[config.mk]
export PLATFORM = sky130hd
export DESIGN_NAME = serial_subtractor
export DESIGN_NICKNAME = d
export VERILOG_FILES = /design/src/rtl/serial_subtractor_pkg.sv /design/src/rtl/serial_subtractor_sub_digit.sv /design/src/rtl/serial_subtractor.sv
export SDC_FILE = /design/constraint.sdc
export NUM_CORES = 1
export LEC_CHECK = 0
export ABC_CLOCK_PERIOD_IN_PS = 5450
export CAP_MARGIN = 10
export CORE_MARGIN = 8
export CORE_UTILIZATION = 35
export CTS_CLUSTER_SIZE = 14
export DETAILED_ROUTE_END_ITERATION = 6
export PLACE_DENSITY = 0.54
export SETUP_SLACK_MARGIN = 0.2
export SLEW_MARGIN = 20
export SYNTH_ARGS = -nofsm -noshare
export SYNTH_HDL_FRONTEND = slang
export SYNTH_SLANG_ARGS = --single-unit
export TNS_END_PERCENT = 1
[constraint.sdc]
create_clock -name clk -period 5.45 [get_ports clk]
set_clock_uncertainty 0.05 [all_clocks]
set_input_delay 1.09 -clock clk [delete_from_list [all_inputs] [get_ports clk]]
set_output_delay 1.09 -clock clk [all_outputs]
set_load 0.01 [all_outputs]
[src/rtl/serial_subtractor_pkg.sv]
// Shared types and sizing helpers for the digit-serial subtractor.
package serial_sub_pkg;

   typedef enum logic [1:0] {
      IDLE = 2'd0,
      RUN  = 2'd1,
      DONE = 2'd2
   } state_t;

   // Width of the digit counter for n digits.
   // The result is never below 1, so a single-digit configuration
   // still has a legal counter vector.
   function automatic int cnt_width(input int n);
      int w;
      w = $clog2(n);
      if (w < 1) begin
         w = 1;
      end
      return w;
   endfunction

endpackage

[src/rtl/serial_subtractor_sub_digit.sv]
// Combinational DIGIT-bit ripple of full-subtractor cells.
// Bit 0 takes br_in; every cell passes its borrow to the next higher bit.
module sub_digit #(
   parameter int DIGIT = 1
) (
   input  logic [DIGIT-1:0] a,
   input  logic [DIGIT-1:0] b,
   input  logic             br_in,
   output logic [DIGIT-1:0] d,
   output logic             br_out
);

   logic [DIGIT:0] br;

   assign br[0] = br_in;

   for (genvar i = 0; i < DIGIT; i++) begin : g_cell
      assign d[i]    = a[i] ^ b[i] ^ br[i];
      assign br[i+1] = (~a[i] & b[i]) | (~a[i] & br[i]) | (b[i] & br[i]);
   end

   assign br_out = br[DIGIT];

endmodule

[src/rtl/serial_subtractor.sv]
// Digit-serial subtractor: diff = a - b - bin over WIDTH bits, DIGIT bits per clock.
//
//   state | meaning
//   ------+---------------------------------------------------------------
//   IDLE  | waiting for start; diff/bout/ovf hold the last result
//   RUN   | one digit per cycle, least significant first; borrow registered
//   DONE  | result complete; done pulses for this single cycle
module serial_subtractor
   import serial_sub_pkg::*;
#(
   parameter int WIDTH = 8,
   parameter int DIGIT = 1
) (
   input  logic             clk,
   input  logic             rst_n,
   input  logic             start,
   input  logic [WIDTH-1:0] a,
   input  logic [WIDTH-1:0] b,
   input  logic             bin,
   output logic             busy,
   output logic             done,
   output logic [WIDTH-1:0] diff,
   output logic             bout,
   output logic             ovf
);

   localparam int N     = WIDTH / DIGIT;
   localparam int CNT_W = cnt_width(N);

   localparam logic [CNT_W-1:0] CNT_LAST = CNT_W'(N - 1);
   localparam logic [CNT_W-1:0] CNT_ONE  = CNT_W'(1);

   state_t           state_q;
   state_t           state_d;

   // Operand copies shift right one digit per RUN cycle so the active
   // digit always sits in the low DIGIT bits feeding the digit cell.
   logic [WIDTH-1:0] a_q;
   logic [WIDTH-1:0] b_q;
   // Sign bits of the captured operands, kept for the overflow decision
   // after the shift registers have moved them out.
   logic             a_msb_q;
   logic             b_msb_q;
   logic             br_q;
   logic [CNT_W-1:0] cnt_q;

   logic [DIGIT-1:0] dig_d;
   logic             dig_br;
   logic             accept;
   logic             last;

   sub_digit #(
      .DIGIT (DIGIT)
   ) u_digit (
      .a      (a_q[DIGIT-1:0]),
      .b      (b_q[DIGIT-1:0]),
      .br_in  (br_q),
      .d      (dig_d),
      .br_out (dig_br)
   );

   // State register.
   always_ff @(posedge clk or negedge rst_n) begin
      if (!rst_n) begin
         state_q <= IDLE;
      end else begin
         state_q <= state_d;
      end
   end

   // Next-state decode and handshake outputs.
   always_comb begin
      state_d = state_q;
      busy    = 1'b0;
      done    = 1'b0;
      accept  = 1'b0;
      last    = (cnt_q == CNT_LAST);
      case (state_q)
         IDLE: begin
            if (start) begin
               accept  = 1'b1;
               state_d = RUN;
            end
         end
         RUN: begin
            busy = 1'b1;
            if (last) begin
               state_d = DONE;
            end
         end
         DONE: begin
            busy    = 1'b1;
            done    = 1'b1;
            state_d = IDLE;
         end
         default: begin
            state_d = IDLE;
         end
      endcase
   end

   // Operand capture, digit processing and result registers.
   always_ff @(posedge clk or negedge rst_n) begin
      if (!rst_n) begin
         a_q     <= '0;
         b_q     <= '0;
         a_msb_q <= 1'b0;
         b_msb_q <= 1'b0;
         br_q    <= 1'b0;
         cnt_q   <= '0;
         diff    <= '0;
         bout    <= 1'b0;
         ovf     <= 1'b0;
      end else if (accept) begin
         a_q     <= a;
         b_q     <= b;
         a_msb_q <= a[WIDTH-1];
         b_msb_q <= b[WIDTH-1];
         br_q    <= bin;
         cnt_q   <= '0;
      end else if (state_q == RUN) begin
         a_q                        <= a_q >> DIGIT;
         b_q                        <= b_q >> DIGIT;
         br_q                       <= dig_br;
         cnt_q                      <= cnt_q + CNT_ONE;
         diff[cnt_q*DIGIT +: DIGIT] <= dig_d;
         // The top bit of the final digit is diff's sign bit.
         if (last) begin
            bout <= dig_br;
            ovf  <= (a_msb_q != b_msb_q) && (dig_d[DIGIT-1] != a_msb_q);
         end
      end
   end

endmodule

==> impl_metrics.env, run 1 <==
export IMPL_finalSetupViolCount=0
export IMPL_p_leak_nw=0.986
export IMPL_final_layout_size_suffix_gt1_share_pct=6.32
export IMPL_hp_class="reg -> reg"
export IMPL_start_util_pct=36.4
export IMPL_cp_arrival_ns=1.54
export IMPL_hold_viol_final=0
export IMPL_h_tree_depth=2
export IMPL_die_w_um=86.3
export IMPL_finalMaxSlewViolations=0
export IMPL_fin_area_um2=2210
export IMPL_cp_max_fo=3
export IMPL_internal_power_mw=0.744
export IMPL_outcome="finished clean"
export IMPL_ir_drop_mv=0.250
export IMPL_switching_share_pct=37.3
export IMPL_core_area_um2=4750
export IMPL_syn_inst=157
export IMPL_synth_seq_cells=34
export IMPL_synth_simple_gate_area_share_pct=12.7
export IMPL_synth_edf_count=0
export IMPL_fp_dieH_um=86.3
export IMPL_diodes=0
export IMPL_antenna_found_initial=0
export IMPL_dr_first_iter_drc_count=70
export IMPL_syn_area_um2=1730
export IMPL_wirelength_um=3410
export IMPL_synthFlopType="dfrtp_1"
export IMPL_synth_mux_area_share_pct=16.4
export IMPL_worst_pin_slew_ns=0.433
export IMPL_grt_pass1_wl_um=5930
export IMPL_clkPwrFrac_pct=16.1
export IMPL_synth_compound_area_share_pct=8.39
export IMPL_cp_end_kind="output port"
export IMPL_rows=25
export IMPL_gp_congestion=0.771
export IMPL_fillCellCount=471
export IMPL_cts_clk_slew_worst_paths_ns=0.07
export IMPL_drc_errors=0
export IMPL_io_pin_count=32
export IMPL_pre_cts_ws_ns=2.86
export IMPL_comb_power_share_pct=47.2
export IMPL_synth_top_family_by_area="multiplexers"
export IMPL_max_clock_freq_mhz=373
export IMPL_tns_ns=0
export IMPL_antenna_left=0
export IMPL_yosys_area_share_xor_xnor_pct=0.506
export IMPL_ctsRootBufferMaster="clkbuf_8"
export IMPL_viasPerCell=4.72
export IMPL_grt_start_max_net_pins=43
export IMPL_cts_resized=0
export IMPL_dr_pass1_iters=4
export IMPL_p_switching_mw=0.442
export IMPL_critPathLaunchType="flop"
export IMPL_syn_to_final_growth_pct=27.5
export IMPL_ys_types=31
export IMPL_reg2regPathDepth=6
export IMPL_fin_crit_sh_pct=49.2
export IMPL_synth_async_sr_flop_share_pct=100
export IMPL_cts_path_max_buffers=2
export IMPL_grt_usage_pct=9.97
export IMPL_io_buffers=31
export IMPL_finalNetCount=221
export IMPL_hpwl_um=2440
export IMPL_cts_tree="done"
export IMPL_worstPathRequired_ns=4.31
export IMPL_slew_headroom_pct=71.2
export IMPL_place_area_um2=2110
export IMPL_p_seq_share_pct=36.7
export IMPL_fin_crit_ns=2.68
export IMPL_hold_depth=1
export IMPL_path_class="reg -> out"
export IMPL_postCtsSetupRepairBufs=0
export IMPL_rsz0062_at_grt="false"
export IMPL_wl_per_cell_um=13.3
export IMPL_gr_total_overflow=0
export IMPL_vias=1212
export IMPL_fin_ws_ns=2.77
export IMPL_syn_mean_instance_area_um2=11.0
export IMPL_grt_pass1_vias=1296
export IMPL_synth_nets=189
export IMPL_seq_area_frac_synth_pct=49.2
export IMPL_cts_sinks=34
export IMPL_yosys_warnings=0
export IMPL_cts_hold_buf=0
export IMPL_clock_latency_ns=0.28
export IMPL_cap_viol_max_count=0
export IMPL_cts_buffers=5
export IMPL_synth_adder_area_share_pct=9.11
export IMPL_p_per_area_nw_per_um2=537
export IMPL_die_area_um2=7450
## Yosys cell counts (2+ instances only)
| cell type | count | share of area [%] |
|---|---|---|
| a21oi_1 | 2 | 0.58 |
| a22o_1 | 2 | 1.0 |
| clkbuf_1 | 7 | 1.5 |
| dfrtp_1 | 34 | 49 |
| ha_1 | 11 | 8.0 |
| inv_1 | 8 | 1.7 |
| mux2_1 | 10 | 6.5 |
| mux2i_1 | 16 | 9.3 |
| nand2_1 | 17 | 3.7 |
| nand4_1 | 3 | 1.1 |
| nand4b_1 | 3 | 1.5 |
| nor2_1 | 6 | 1.3 |
| nor4b_1 | 2 | 1.0 |
| o21ai_0 | 2 | 0.58 |
| o21ai_1 | 17 | 4.9 |
| o31ai_1 | 2 | 0.87 |
## cells by family (layout without fill, tap and decap cells)
kind of cell	Yosys count	in the layout
AND/OR/NAND/NOR	40	40
flip-flops	34	34
AO/OA/AOI/OAI	26	26
multiplexers	27	27
XOR/XNOR	1	1
buffers and inverters	17	50
adder cells (fa/ha/maj)	12	12
## sequential cells by signal (all words and copies together), names as in the netlist
signal	count
a_msb_q	1
a_q	8
b_msb_q	1
b_q	8
bout	1
br_q	1
cnt_q	3
diff	8
ovf	1
state_q	2
## per-layer routing
layer | global-route usage [%] | vias up | part of all wire [%]
met4 | 4.69 | 0 | 2.0
met3 | 3.59 | 8 | 6.5
met2 | 16.9 | 28 | 50
met5 | 0 | - | 0
li1 | - | 610 | -
met1 | 10.8 | 566 | 42
## cell usage in the layout, fill, tap and decap left out, types with 6 or more instances in the layout
cell type / synthesis / layout
clkbuf_8: 0 / 6
mux2_1: 10 / 10
dfrtp_1: 34 / 34
inv_1: 8 / 8
nand2_1: 17 / 17
o21ai_1: 17 / 17
clkdlybuf4s50_1: 0 / 31
ha_1: 11 / 11
nor2_1: 6 / 6
mux2i_1: 16 / 16
## power groups by stage
stage	combinational, mW	sequential [mW]	clock, mW
after floorplan	0.392	0.433	0
after global placement	0.554	0.435	0
after detailed placement	0.571	0.442	0
after CTS	0.571	0.437	0.201
after global routing	0.631	0.452	0.211
final	0.560	0.435	0.191
## layout make-up
| class | count | area, um2 | share of cell area, % |
|---|---|---|---|
| clock buffers | 6 | 82.6 | 3.74 |
| flip-flops and latches | 34 | 851 | 38.5 |
| clock inverters | 2 | 12.5 | 0.567 |
| repair buffers | 34 | 333 | 15.1 |
| inverters | 8 | 30.0 | 1.36 |
| multi-input cells | 106 | 815 | 36.9 |
| well taps | 67 | 83.8 | 3.80 |
## final timing paths
path | to | from | slack (ns)
max | busy | state_q[0] | 2.77
min | diff[5] | diff[5] | 0.44
max reg2reg | diff[0] | state_q[1] | 3.05
min reg2reg | diff[5] | diff[5] | 0.44
max in group asynchronous | a_msb_q | rst_n | 3.89
min in group asynchronous | diff[4] | rst_n | 1.15
## per-stage QoR
step / utilization (%) / instances / power [mW] / hold WS, ns
floorplan: - / 157 / 0.824 / 0.416
global placement: 44.4 / 249 / 0.989 / 0.421
detailed placement: 44.4 / 249 / 1.01 / 0.431
CTS: 46.4 / 257 / 1.21 / 0.447
global route: 46.4 / 257 / 1.29 / 0.467
finish: 46.4 / 257 / 1.19 / 0.438
## worst max-delay path, stage by stage (launching register included)
cell and delay [ns]:
dfrtp_1 0.37, inv_1 0.08, ha_1 0.28, clkdlybuf4s50_1 0.53
No activity file was read; power rests on OpenSTA's default activity.
==> run 2: changes to the inputs <==
- ABC_CLOCK_PERIOD_IN_PS: 5450 -> 2300
- PLACE_DENSITY: 0.54 -> 0.56
- clock period: 5.45 -> 2.3 ns (I/O delays scaled with it)
==> run 2 against run 1 <==
  * Largest power group unchanged
  * Critical endpoint is now diff[0]
  * Global-route usage up 0.33 points
  * Hold slack worse by 0.0019 ns
  * Die area unchanged
  * Core utilization up 1.8 points
  * Clock-buffer cell count unchanged
  * Sequential share of layout area down 1.4 points
  * Critical path type is now reg -> reg
  * Clock power rose to 3.5 times the previous value
  * Critical path depth up 2
  * Via count up 2.6%
  * Highest routed layer unchanged
==> impl_metrics.env, run 2 (synthesis gave the netlist of run 1 again) <==
export IMPL_outcome="finished clean"
export IMPL_cts_hold_buf=0
export IMPL_finalMaxSlewViolations=0
export IMPL_rrSetupSlack_ns=0.27
export IMPL_r2r_start="cnt_q[0]"
export IMPL_cp_arrival_ns=2.15
export IMPL_min_delay_start="diff[4]"
export IMPL_fin_hold_ws_ns=0.436
export IMPL_internal_power_mw=2.03
export IMPL_grt_pass1_vias=1349
export IMPL_cts_sinks=34
export IMPL_worstPathRequired_ns=2.42
export IMPL_clock_latency_ns=0.28
export IMPL_path_cells="inv_2 > ha_4 > or3b_1 > or4_1 > mux2_1"
export IMPL_hold_viol_final=0
export IMPL_grt_usage_pct=10.3
export IMPL_p_seq_share_pct=32.3
export IMPL_path_delay_family="simple AND/OR/NAND/NOR gates"
export IMPL_worst_pin_slew_ns=0.434
export IMPL_ir_drop_mv=0.651
export IMPL_wirelength_um=3470
export IMPL_p_switching_mw=1.07
export IMPL_io_buffers=31
export IMPL_wl_per_cell_um=13.3
export IMPL_cap_viol_max_count=0
export IMPL_seqCellArea_um2=851
export IMPL_dr_pass1_iters=4
export IMPL_io_pin_count=32
export IMPL_finalSetupViolCount=0
export IMPL_fin_crit_ns=2.03
export IMPL_finalNetCount=224
export IMPL_cts_clk_slew_worst_paths_ns=0.07
export IMPL_path_class="reg -> reg"
export IMPL_max_clock_freq_mhz=492
export IMPL_diodes=0
export IMPL_cts_buffers=5
export IMPL_rsz0062_at_grt="true"
export IMPL_viasPerCell=4.78
export IMPL_p_per_area_nw_per_um2=1350
export IMPL_fin_crit_sh_pct=88.4
export IMPL_antenna_left=0
export IMPL_h_tree_depth=2
export IMPL_comb_power_share_pct=45.9
export IMPL_cts_tree="done"
export IMPL_crit_start="cnt_q[0]"
export IMPL_ctsRootBufferMaster="clkbuf_8"
export IMPL_vias=1243
export IMPL_final_layout_size_suffix_gt1_share_pct=9.33
export IMPL_cp_end_kind="flop"
export IMPL_crit_slowest_cell="or4_1"
export IMPL_hpwl_um=2510
export IMPL_die_w_um=86.3
export IMPL_layout_commonest_cell="dfrtp_1"
export IMPL_switching_share_pct=34.5
export IMPL_cts_path_max_buffers=2
export IMPL_start_util_pct=36.4
export IMPL_rows=25
export IMPL_fillCellCount=461
export IMPL_reg_top3="a_q: 8 flops, b_q: 8 flops, diff: 8 flops"
export IMPL_hp_class="reg -> reg"
export IMPL_fp_dieH_um=86.3
export IMPL_multiInputGateArea_um2=827
export IMPL_die_area_um2=7450
export IMPL_gp_congestion=0.789
export IMPL_drc_errors=0
export IMPL_gr_total_overflow=0
export IMPL_p_leak_nw=1.03
export IMPL_final_cell_mix="34 x dfrtp_1, 30 x clkdlybuf4s50_1, 17 x nand2_1, 17 x o21ai_1, 16 x mux2i_1"
export IMPL_core_area_um2=4750
export IMPL_dr_first_iter_drc_count=63
export IMPL_cp_max_fo=5
export IMPL_critPathLaunchType="flop"
export IMPL_syn_to_final_growth_pct=32.5
export IMPL_grt_pass1_wl_um=6130
export IMPL_slew_headroom_pct=70.7
export IMPL_cp_num_buf_inv=1
export IMPL_tns_ns=0
export IMPL_clkPwrFrac_pct=21.8
export IMPL_antenna_found_initial=0
export IMPL_grt_start_max_net_pins=35
export IMPL_cpPeakStageDelay_ns=0.49
-- run 2: per-layer routing --
layer  GRT usage, %  part of all wire, %  up-vias
met5              0                    0        -
met4           4.23                  1.4        0
met3           3.50                  5.9        7
met2           16.7                   48       29
met1           12.2                   44      593
li1               -                    -      614
-- run 2: power groups by stage --
stage          logic, mW  clock network (mW)  registers (mW)
3_5_place_dp        1.42                   0            1.02
5_1_grt             1.59               0.724            1.04
6_report            1.42               0.677            1.00
4_1_cts             1.45               0.701            1.01
2_1_floorplan      0.950                   0            1.03
3_3_place_gp        1.37                   0            1.01
-- run 2: repair_timing --
item / CTS / global route
hold endpoints to repair: 0 / 0
pin swaps: 0 / 0
endpoints found under the setup margin: 1 / 2
resized for setup: 0 / 2
setup buffers: 1 / 0
-- run 2: layout make-up --
| type | instances | area share (%) |
|---|---|---|
| flip-flops and latches | 34 | 37.1 |
| multi-input cells | 106 | 36.1 |
| repair buffers | 37 | 15.6 |
| well taps | 67 | 3.66 |
| clock buffers | 6 | 3.60 |
| clock inverters | 2 | 2.62 |
| inverters | 8 | 1.31 |
-- run 2: final timing paths --
| check | cells after the start | endpoint |
|---|---|---|
| hold reg to reg | 1 | diff[4] |
| setup reg to reg | 5 | diff[0] |
| hold / removal | 1 | diff[4] |
| min in group asynchronous | 2 | diff[1] |
| max in group asynchronous | 2 | b_q[5] |
| setup / recovery | 5 | diff[0] |
-- run 2: metrics by stage --
step                      instances  power, mW  instance area (um2)  util (%)  worst slack, ns
final                           260       3.10                 2290      48.2            0.267
after global routing            260       3.35                 2290      48.2            0.174
after CTS                       260       3.15                 2290      48.2            0.224
after detailed placement        251       2.45                 2140      45.0            0.164
after global placement          251       2.38                 2140      45.0            0.226
after floorplan                 157       1.98                 1740         -            0.227
